`config.mk`:
```
export PLATFORM = sky130hd
export DESIGN_NAME = perf_stats_uart_tx
export DESIGN_NICKNAME = d
export VERILOG_FILES = /design/src/rtl/perf_stats_uart_tx.sv
export SDC_FILE = /design/constraint.sdc
export NUM_CORES = 1
export LEC_CHECK = 0
export CAP_MARGIN = 10
export CORE_MARGIN = 2
export CORE_UTILIZATION = 42
export DETAILED_ROUTE_END_ITERATION = 6
export PLACE_DENSITY = 0.76
export SETUP_SLACK_MARGIN = 0.4
export SYNTH_ARGS = -nofsm -noshare
export SYNTH_HDL_FRONTEND = slang
export SYNTH_SLANG_ARGS = --single-unit
```
`constraint.sdc`:
```
create_clock -name clk -period 5.2 [get_ports clk]
set_input_delay 0.52 -clock clk [delete_from_list [all_inputs] [get_ports clk]]
set_output_delay 0.52 -clock clk [all_outputs]
set_load 0.03 [all_outputs]
```
`src/rtl/perf_stats_uart_tx.sv`:
```
// Snapshots five core performance counters on request and streams them out as a
// 14-byte 8N1 UART frame: sync byte, little-endian counters, then an XOR checksum.
module perf_stats_uart_tx #(
  parameter int unsigned CLKS_PER_BIT = 651
) (
  input  logic        clk,
  input  logic        rst,
  input  logic        start,
  input  logic [27:0] clk_cycles,
  input  logic [12:0] retired_instructions,
  input  logic [12:0] predictions_made,
  input  logic [12:0] correct_predictions,
  input  logic [12:0] invalid_clk_cycles,
  output logic        tx,
  output logic        busy,
  output logic        done
);

  typedef enum logic [1:0] {
    IDLE      = 2'd0,
    START_BIT = 2'd1,
    DATA_BITS = 2'd2,
    STOP_BIT  = 2'd3
  } state_t;

  localparam logic [15:0] BaudLast = 16'(CLKS_PER_BIT - 1);
  localparam logic [3:0]  LastByte = 4'd13;

  state_t      state_q;
  logic [15:0] baud_q;
  logic [2:0]  bit_q;
  logic [3:0]  byte_q;
  logic [27:0] cyc_q;
  logic [12:0] ret_q;
  logic [12:0] pred_q;
  logic [12:0] cor_q;
  logic [12:0] inv_q;
  logic        tx_q;
  logic        busy_q;
  logic        done_q;

  logic [95:0]  payload_d;
  logic [111:0] frame_d;
  logic [7:0]   cur_byte_d;
  logic [2:0]   next_bit_d;
  logic         bit_end_d;

  function automatic logic [7:0] xor_fold(input logic [95:0] p);
    logic [7:0] acc;
    acc = 8'h00;
    for (int i = 0; i < 12; i++) begin
      acc = acc ^ p[i*8 +: 8];
    end
    return acc;
  endfunction

  // Frame image built from the snapshot; byte 0 sits in the low bits.
  always_comb begin
    payload_d  = {3'b000, inv_q, 3'b000, cor_q, 3'b000, pred_q, 3'b000, ret_q, 4'h0, cyc_q};
    frame_d    = {xor_fold(payload_d), payload_d, 8'hA5};
    cur_byte_d = frame_d[{byte_q, 3'b000} +: 8];
    next_bit_d = bit_q + 3'd1;
    bit_end_d  = (baud_q == BaudLast);
  end

  // Serializer FSM; every output is a register so start never reaches a pin combinationally.
  always_ff @(posedge clk or posedge rst) begin
    if (rst) begin
      state_q <= IDLE;
      baud_q  <= 16'd0;
      bit_q   <= 3'd0;
      byte_q  <= 4'd0;
      cyc_q   <= 28'd0;
      ret_q   <= 13'd0;
      pred_q  <= 13'd0;
      cor_q   <= 13'd0;
      inv_q   <= 13'd0;
      tx_q    <= 1'b1;
      busy_q  <= 1'b0;
      done_q  <= 1'b0;
    end else begin
      done_q <= 1'b0;
      case (state_q)
        IDLE: begin
          baud_q <= 16'd0;
          bit_q  <= 3'd0;
          byte_q <= 4'd0;
          if (start) begin
            cyc_q   <= clk_cycles;
            ret_q   <= retired_instructions;
            pred_q  <= predictions_made;
            cor_q   <= correct_predictions;
            inv_q   <= invalid_clk_cycles;
            state_q <= START_BIT;
            tx_q    <= 1'b0;
            busy_q  <= 1'b1;
          end else begin
            tx_q   <= 1'b1;
            busy_q <= 1'b0;
          end
        end
        START_BIT: begin
          if (bit_end_d) begin
            baud_q  <= 16'd0;
            bit_q   <= 3'd0;
            tx_q    <= cur_byte_d[0];
            state_q <= DATA_BITS;
          end else begin
            baud_q <= baud_q + 16'd1;
          end
        end
        DATA_BITS: begin
          if (bit_end_d) begin
            baud_q <= 16'd0;
            if (bit_q == 3'd7) begin
              tx_q    <= 1'b1;
              state_q <= STOP_BIT;
            end else begin
              bit_q <= next_bit_d;
              tx_q  <= cur_byte_d[next_bit_d];
            end
          end else begin
            baud_q <= baud_q + 16'd1;
          end
        end
        STOP_BIT: begin
          if (bit_end_d) begin
            baud_q <= 16'd0;
            if (byte_q < LastByte) begin
              byte_q  <= byte_q + 4'd1;
              tx_q    <= 1'b0;
              state_q <= START_BIT;
            end else begin
              byte_q  <= 4'd0;
              tx_q    <= 1'b1;
              busy_q  <= 1'b0;
              done_q  <= 1'b1;
              state_q <= IDLE;
            end
          end else begin
            baud_q <= baud_q + 16'd1;
          end
        end
        default: begin
          state_q <= IDLE;
          tx_q    <= 1'b1;
          busy_q  <= 1'b0;
        end
      endcase
    end
  end

  assign tx   = tx_q;
  assign busy = busy_q;
  assign done = done_q;

endmodule

```
==> metrics <==
outcome=complete, no violations; Slew HR=29.0%; final net count=671; Worst Max-Slew Pin Slew=1070 ps; most common cell after layout, fill and taps aside=dfrtp_1; Skew-Pair Late Insertion Delay=350 ps; hold_sp=baud_q[0]$_DFF_PP0_; CP peak stage delay=980 ps; Post-DP HPWL=9.12 mm; reg2reg start=byte_q[1]$_DFFE_PP0P_; Congestion Overflow GR=0; DR iter-0 viols=247; Period minus WS final=3020 ps; vias in the first global route=4,194; Crit Path Category=reg -> reg; hold depth=1; Core ar.=0.0139 sq mm; CP max-delay cell=dfrtp_1; CP Launch Type=flip-flop; Leak=0.00326 uW; area delta synth->final=21.4%; Pwr Density=216 mW/mm^2; H-tree levels=3; most frequent cells in the layout=dfrtp_1, clkdlybuf4s50_1, mux2_2; asr flop ratio synth=100%; drt total wl=12.5 mm; routed len/inst=16.4 microns; Post-Layout Inst Area=0.00722 sq mm; Hold-fix buffers, CTS=0; Rows=43; Crit path max-delay family=compound AO/OA/AOI/OAI gates; Yosys reg bits=108; first-pass GRT wire length=20.8 mm; Setup Skew=8.65 ps; WHS Endpoint=baud_q[0]$_DFF_PP0_; post-synth cell types=46; CP Data Arrival Time=3300 ps; CP Capture Type=flip-flop; Final ANT Viol Nets=0; initial cell density of the core=42.9%; number of synthesized flops with an enable pin=0; post_cts resized=0; vias per inst=5.32; clock buffer depth=2; crit-path max FO=22; Worst Path Required=5480 ps; synthesized area=0.00595 sq mm; root buffer cell=clkbuf_16; initial antenna violation count=0; fmax=331 MHz; Synth Instances=503; share of cells above drive strength 1=18.9%; Final Max Tran Viols=0; Final Hold Fails=0; CTS Sinks=108; PortBufs=85; crit-path cells=nor2b_1 > a211oi_1 > a21oi_1 > o221ai_1 > a311o_1 > a221oi_1 > o31ai_1 > a211o_1; drc violations=0; Worst R2R End=tx$_DFFE_PP1P_; Overall Global Routing Usage=17.7%; Hold Crit Class=reg -> reg; Clk pin slew, worst setup/hold paths=70 ps; DRT Pass-1 Iters=4; ANT cells=0; cell depth of the worst flop-to-flop path=8; Top FF cell, synth=dfrtp_1; Post-DP Area=0.00694 sq mm; Mapped Avg Cell Area=11.8 sq um; io pins=86; Vias=4,054; number of buffers created by CTS=9; register area share after synthesis=45.4%; Die Span X=123 microns; Die Y-Extent=123 microns; total die area=0.0151 sq mm; post-CTS setup buffers=0; maximum VDD drop=0.159 mV; max-cap check violation count=0; worst reg-to-reg setup slack=2180 ps; # setup viols final=0; Tcrit/Tclk final=58.1%; syn_nets=597; gpl congestion=0.845; RSZ-0062 raised after global routing=false; CP Buf/Inv Count=0; CTS tree=yes; Synth warnings=0; TNS Setup=0 ps; largest net degree at the start of global routing=83
cells in the mapped netlist, types with 4 or more instances:
master,count,area share (%)
nor2b_1,6,0.63
dfrtp_1,107,45
a211oi_1,4,0.50
a221oi_1,4,0.59
ha_1,11,2.3
nand2_1,29,1.8
xnor3_1,8,3.0
clkbuf_1,18,1.1
o21ai_0,20,1.7
mux4_2,9,3.4
mux2i_1,16,2.7
nand3_1,16,1.3
inv_1,12,0.76
a21oi_1,6,0.50
nor2_1,36,2.3
nor3_1,6,0.50
and3_1,5,0.53
mux2_2,79,15
xor2_1,19,2.8
o31ai_1,4,0.50
xnor2_1,47,6.9
kinds of logic after synthesis:
kind of cell	count (synthesis)	share of synthesized area (%)
buffers and inverters	37	2.56
flip-flops	108	45.4
adder cells (fa/ha/maj)	11	2.31
AND/OR/NAND/NOR	114	9.06
AO/OA/AOI/OAI	53	5.95
multiplexers	106	21.9
XOR/XNOR	74	12.7
area by class of cell:
class	count	area [sq um]
Fill cell	1193	6660
Multi-Input combinational cell	358	3100
Sequential cell	108	2700
Timing Repair Buffer	87	866
Clock buffer	10	239
Tap cell	180	225
Inverter	13	51.3
Clock inverter	6	40.0
through the flow:
step	std cells	setup WS, ps	util, %	power (uW)	hold slack [ps]
finish	762	2180	52.0	1560	502
global route	762	1980	52.0	1620	533
CTS	762	2180	52.0	1580	506
detailed placement	746	2210	50.0	939	498
global placement	746	2290	50.0	938	488
floorplan	503	1840	-	869	468
worst max path at each step:
stage          slack [ps]  cells after the start             endpoint                   from
2_1_floorplan        1840                      1  baud_q[0]$_DFF_PP0_                    rst
5_1_grt              1980                      8       tx$_DFFE_PP1P_  byte_q[1]$_DFFE_PP0P_
3_5_place_dp         2210                      8       tx$_DFFE_PP1P_  byte_q[1]$_DFFE_PP0P_
4_1_cts              2180                      8       tx$_DFFE_PP1P_  byte_q[1]$_DFFE_PP0P_
3_3_place_gp         2290                      6       tx$_DFFE_PP1P_  byte_q[1]$_DFFE_PP0P_
6_report             2180                      8       tx$_DFFE_PP1P_  byte_q[1]$_DFFE_PP0P_
power breakdown:
| group | switching, uW | leakage (uW) | total (uW) | internal [uW] |
|---|---|---|---|---|
| sequential | 0 | 0.00146 | 840 | 840 |
| clock | 301 | 0.000138 | 637 | 337 |
| combinational | 26.6 | 0.00166 | 81.1 | 54.5 |
layer usage:
metal	share of wire [%]	GRT usage, %
met1	43	22.2
met2	51	30.7
met3	4.7	4.34
met4	1.1	4.47
met5	0	0
flip-flops by register name, indices dropped and copies added, names as in the netlist, 3 cells and up:
signal,count
cor_q,13
cyc_q,28
pred_q,13
bit_q,3
baud_q,16
ret_q,13
inv_q,13
byte_q,4
worst register-to-register path, stage by stage (launching register included):
cell and delay, ps:
dfrtp_1 980, nor2b_1 550, a211oi_1 150, a21oi_1 160, o221ai_1 140, a311o_1 340, a221oi_1 270, o31ai_1 100
a211o_1 260
Note: power is estimated with default switching activity, not from simulation.
==> edit 1: new RTL, same flow settings <==
The 4 states of `state_t` get a one-hot encoding in 4 bits.
--- a/src/rtl/perf_stats_uart_tx.sv
+++ b/src/rtl/perf_stats_uart_tx.sv
@@ -16,11 +16,11 @@
   output logic        done
 );
 
-  typedef enum logic [1:0] {
-    IDLE      = 2'd0,
-    START_BIT = 2'd1,
-    DATA_BITS = 2'd2,
-    STOP_BIT  = 2'd3
+  typedef enum logic [3:0] {
+    IDLE      = 4'b0001,
+    START_BIT = 4'b0010,
+    DATA_BITS = 4'b0100,
+    STOP_BIT  = 4'b1000
   } state_t;
 
   localparam logic [15:0] BaudLast = 16'(CLKS_PER_BIT - 1);
Behaviour: no difference found for any inputs over 10 cycles, from zero or initial values and one cycle with rst high; not proved beyond that.
==> edit 1 against the original RTL <==
Synthesized area grew 5.3%; final cell count increased by 6.6%; non-clock buffer count up 1; maximum frequency up 6.7%; clock skew hardly changed; utilization is 0.24 points higher; cell area is 5.2% higher; routed wire length is 15% higher; critical path depth down 2; setup slack better by 0.19 ns; sequential cell count up 2; largest cell class unchanged; highest routed layer unchanged.
Power is not compared: it rests on default switching activity, and its combinational part moved more than twofold at a synthesized area within 25%.
==> edit 1: results (changes against the original RTL) <==
* Ratio of cells with drive above 1 in the final layout at 19.11% (+0.21 points)
* 1st-iter DRT viols at 240 (-2.8%)
* Max Root-Sink Buffers at 2 (unchanged)
* Synth Area in Compound Gates at 9.205% (+3.3 points)
* DR WL/cell at 17.75 um (+8.1%)
* Status: completed
* Hpwl dp at 10,520 um (+15%)
* Clk network pwr share at 16.8%
* Diode count at 0 (unchanged)
* Top post-synthesis cells by count: dfrtp_1 (108), mux2_2 (85), xnor2_1 (39), nor2_1 (34), o21ai_0 (28)
* Top cells by area, synth: dfrtp_1 (43%), mux2_2 (15%), xnor2_1 (5.5%), mux4_2 (4.0%), xnor3_1 (2.9%)
* Sequential share of power at 35.7%
* Fill cell total of the finished layout at 1,306 (+9.5%)
* Post-synthesis sequential area ratio at 43.97% (-1.5 points)
* Xor/xnor cell area share of the yosys netlist at 10.70% (-2.0 points)
* Setup crit start: byte_q[0]$_DFFE_PP0P_
* Vias in the first global route at 4,756 (+13%)
* Largest net degree at the start of global routing at 81 (-2.4%)
* Yosys warns at 0 (unchanged)
* Clk pin slew, worst setup/hold paths at 0.08 ns
* Main synth FF type: dfrtp_1
* Post-CTS sizing at 0 (unchanged)
* Hold path startpoint: busy$_DFFE_PP0P_
* I/O Buffers at 85 (unchanged)
* Slew margin rel. at 22.85% (-6.1 points)
* Post-synthesis mux area share at 21.49% (-0.44 points)
* Hold Path Class: register to register
* First-pass GRT wire length at 24,190 um (+16%)
* Synth cell types at 56 (+22%)
* Synth Area in Adders at 1.198% (-1.1 points)
* CP max FO at 21 (-4.5%)
* P_leak at 2.967 nW
* Clock tree root buffer cell: clkbuf_16
* Crit path max-delay cell type: dfrtp_1
* Antenna violations before repair at 0 (unchanged)
* Final Skew at 0.008376 ns (-0.0002712 ns)
* Switch share at 35.30%
* CP top delay family: multiplexers
* Overall Global Routing Usage at 18.95% (+1.2 points)
* Final GP Congestion at 0.9349 (+11%)
* TritonCTS Buffers at 9 (unchanged)
* Nets at 712 (+6.1%)
* Syn nets at 642 (+7.5%)
* Kind of critical path: register to register
* Worst flop-to-flop path startpoint: byte_q[0]$_DFFE_PP0P_
* Top flop regs: cyc_q (28), baud_q (16)
* Max incr delay on CP at 0.87 ns (-0.11 ns)
* Via density at 5.606 (+5.4%)
* Crit path DAT at 3.12 ns (-0.18 ns)
-- edit 1: final timing paths --
| path | endpoint | slack, ns | cells after the start |
|---|---|---|---|
| worst max register to register | tx$_DFFE_PP1P_ | 2.37 | 6 |
| max in group asynchronous | cyc_q[17]$_DFFE_PP0P_ | 3.46 | 3 |
| worst min register to register | busy$_DFFE_PP0P_ | 0.52 | 2 |
| min in group asynchronous | cyc_q[20]$_DFFE_PP0P_ | 0.65 | 2 |
| worst max-delay path | tx$_DFFE_PP1P_ | 2.37 | 6 |
| worst min-delay path | busy$_DFFE_PP0P_ | 0.52 | 2 |
-- edit 1: cell type report --
cell class / instances / share of cell area, %
Clock inverter: 7 / 1.515
Timing Repair Buffer: 88 / 11.50
Clock buffer: 9 / 2.964
Tap cell: 184 / 3.030
Sequential cell: 110 / 36.26
Multi-Input combinational cell: 399 / 43.96
Inverter: 15 / 0.7740
-- edit 1: stage by stage --
stage | power [W] | std cells | worst slack (ns) | cell area [um2] | hold slack [ns]
finish | 0.004507 | 812 | 2.369 | 7597 | 0.5169
global route | 0.004789 | 812 | 2.171 | 7597 | 0.5485
CTS | 0.004540 | 812 | 2.387 | 7597 | 0.5207
detailed placement | 0.003734 | 796 | 2.392 | 7257 | 0.4978
global placement | 0.003672 | 796 | 2.422 | 7257 | 0.4899
floorplan | 0.003256 | 553 | 1.781 | 6266 | 0.4617
-- edit 1: routing by layer --
| metal | global-route usage [%] | wire length, um | vias up |
|---|---|---|---|
| met2 | 30.96 | 7003 | 123 |
| met1 | 25.08 | 6418 | 2261 |
| li1 | - | - | 2145 |
| met3 | 4.758 | 736 | 23 |
| met4 | 5.559 | 253 | 0 |
| met5 | 0 | 0 | - |
==> edit 2: new RTL, same flow settings <==
Made on the original files. Change the parameter `CLKS_PER_BIT` from 651 to 325.
--- a/src/rtl/perf_stats_uart_tx.sv
+++ b/src/rtl/perf_stats_uart_tx.sv
@@ -1,7 +1,7 @@
 // Snapshots five core performance counters on request and streams them out as a
 // 14-byte 8N1 UART frame: sync byte, little-endian counters, then an XOR checksum.
 module perf_stats_uart_tx #(
-  parameter int unsigned CLKS_PER_BIT = 651
+  parameter int unsigned CLKS_PER_BIT = 325
 ) (
   input  logic        clk,
   input  logic        rst,
Formal check against the unedited RTL: same outputs for any inputs over 10 cycles, from zero or initial values and one cycle with rst high; that may be too few to reach the edited logic, so the function may still have changed.
==> edit 2 against the original RTL <==
Clock skew fell by 0.0025 ns; synthesized area rose by 0.15%; maximum frequency rose by 19%; total power rose by 4.0%; synthesized cell count fell by 0.20%; setup slack improved by 0.49 ns; routed wire length rose by 3.3%; hold slack improved by 0.013 ns; cell area rose by 0.43%; sequential cell count did not move; final cell count rose by 0.13%.
==> edit 2: results (changes against the original RTL) <==
* Fill cell total of the finished layout at 1,223 (+2.5%)
* Reg2Reg Setup Slack at 2.67 ns (+0.49 ns)
* Met3 Usage GRT at 4.797% (+0.46 points)
* Synth Area in Adders at 2.309% (-0.0034 points)
* Peak VDD IR at 0.1613 mV (+1.8%)
* Top post-synthesis cells by count: dfrtp_1 (107), mux2_2 (84), xnor2_1 (54), nand2_1 (30), nor2_1 (30)
* DR WL/cell at 16.94 um (+3.1%)
* Crit path max-delay cell type: a2111oi_0
* Logic inverters at 10 (-3)
* Top cells by area, synth: dfrtp_1 (45%), mux2_2 (16%), xnor2_1 (7.9%), mux4_2 (3.4%), xor2_1 (2.8%)
* Multi-input gate count at 361 (+0.84%)
* Buffering overhead at 12.04% (+0.052 points)
* Final Skew at 0.006118 ns (-0.002529 ns)
* CP max FO at 30 (+36%)
* Slew margin rel. at 28.65% (-0.33 points)
* Final GP Congestion at 0.8326 (-1.4%)
* Post-synthesis sequential area ratio at 45.37% (-0.067 points)
* Non-clk bufs at 88 (+1.1%)
* Largest net degree at the start of global routing at 81 (-2.4%)
* Status: completed
* Hold Crit Depth at 2 (+1)
* Area of the multi-input gates at 3109 um2 (+0.40%)
* Avg Cell Area, Syn at 11.87 um2 (+0.35%)
* FF-to-FF path depth at 9 (+1)
* Post-Place Cell Area at 6952 um2 (+0.13%)
* Hold EP: tx$_DFFE_PP1P_
* Xor/xnor cell area share of the yosys netlist at 12.24% (-0.50 points)
* Post-synthesis mux area share at 22.36% (+0.43 points)
==> edit 2: cell count changes after synthesis, moves of 4 or more <==
| cell | unedited run | this run |
|---|---|---|
| mux2i_1 | 16 | 12 |
| mux2_2 | 79 | 84 |
| inv_1 | 12 | 8 |
| xnor2_1 | 47 | 54 |
| nor2_1 | 36 | 30 |
| o21ai_0 | 20 | 9 |
| xnor3_1 | 8 | 4 |
| clkbuf_1 | 18 | 3 |
| buf_1 | 1 | 9 |
| o21ai_1 | 0 | 6 |
| a211oi_1 | 4 | 8 |
==> edit 2: routing by layer <==
layer,vias to the layer above,wire length (um)
met5,-,0
met4,0,217
met3,15,801
met2,106,6019
met1,2024,5884
li1,1932,-
==> edit 2: power breakdown <==
group	internal [W]	leakage (nW)	total, W	switching, W
registers	0.000839	1.48	0.000839	0
clock network	0.000377	0.147	0.000699	0.000322
logic	0.0000546	1.66	0.0000823	0.0000277
total	0.00127	3.29	0.00162	0.000350
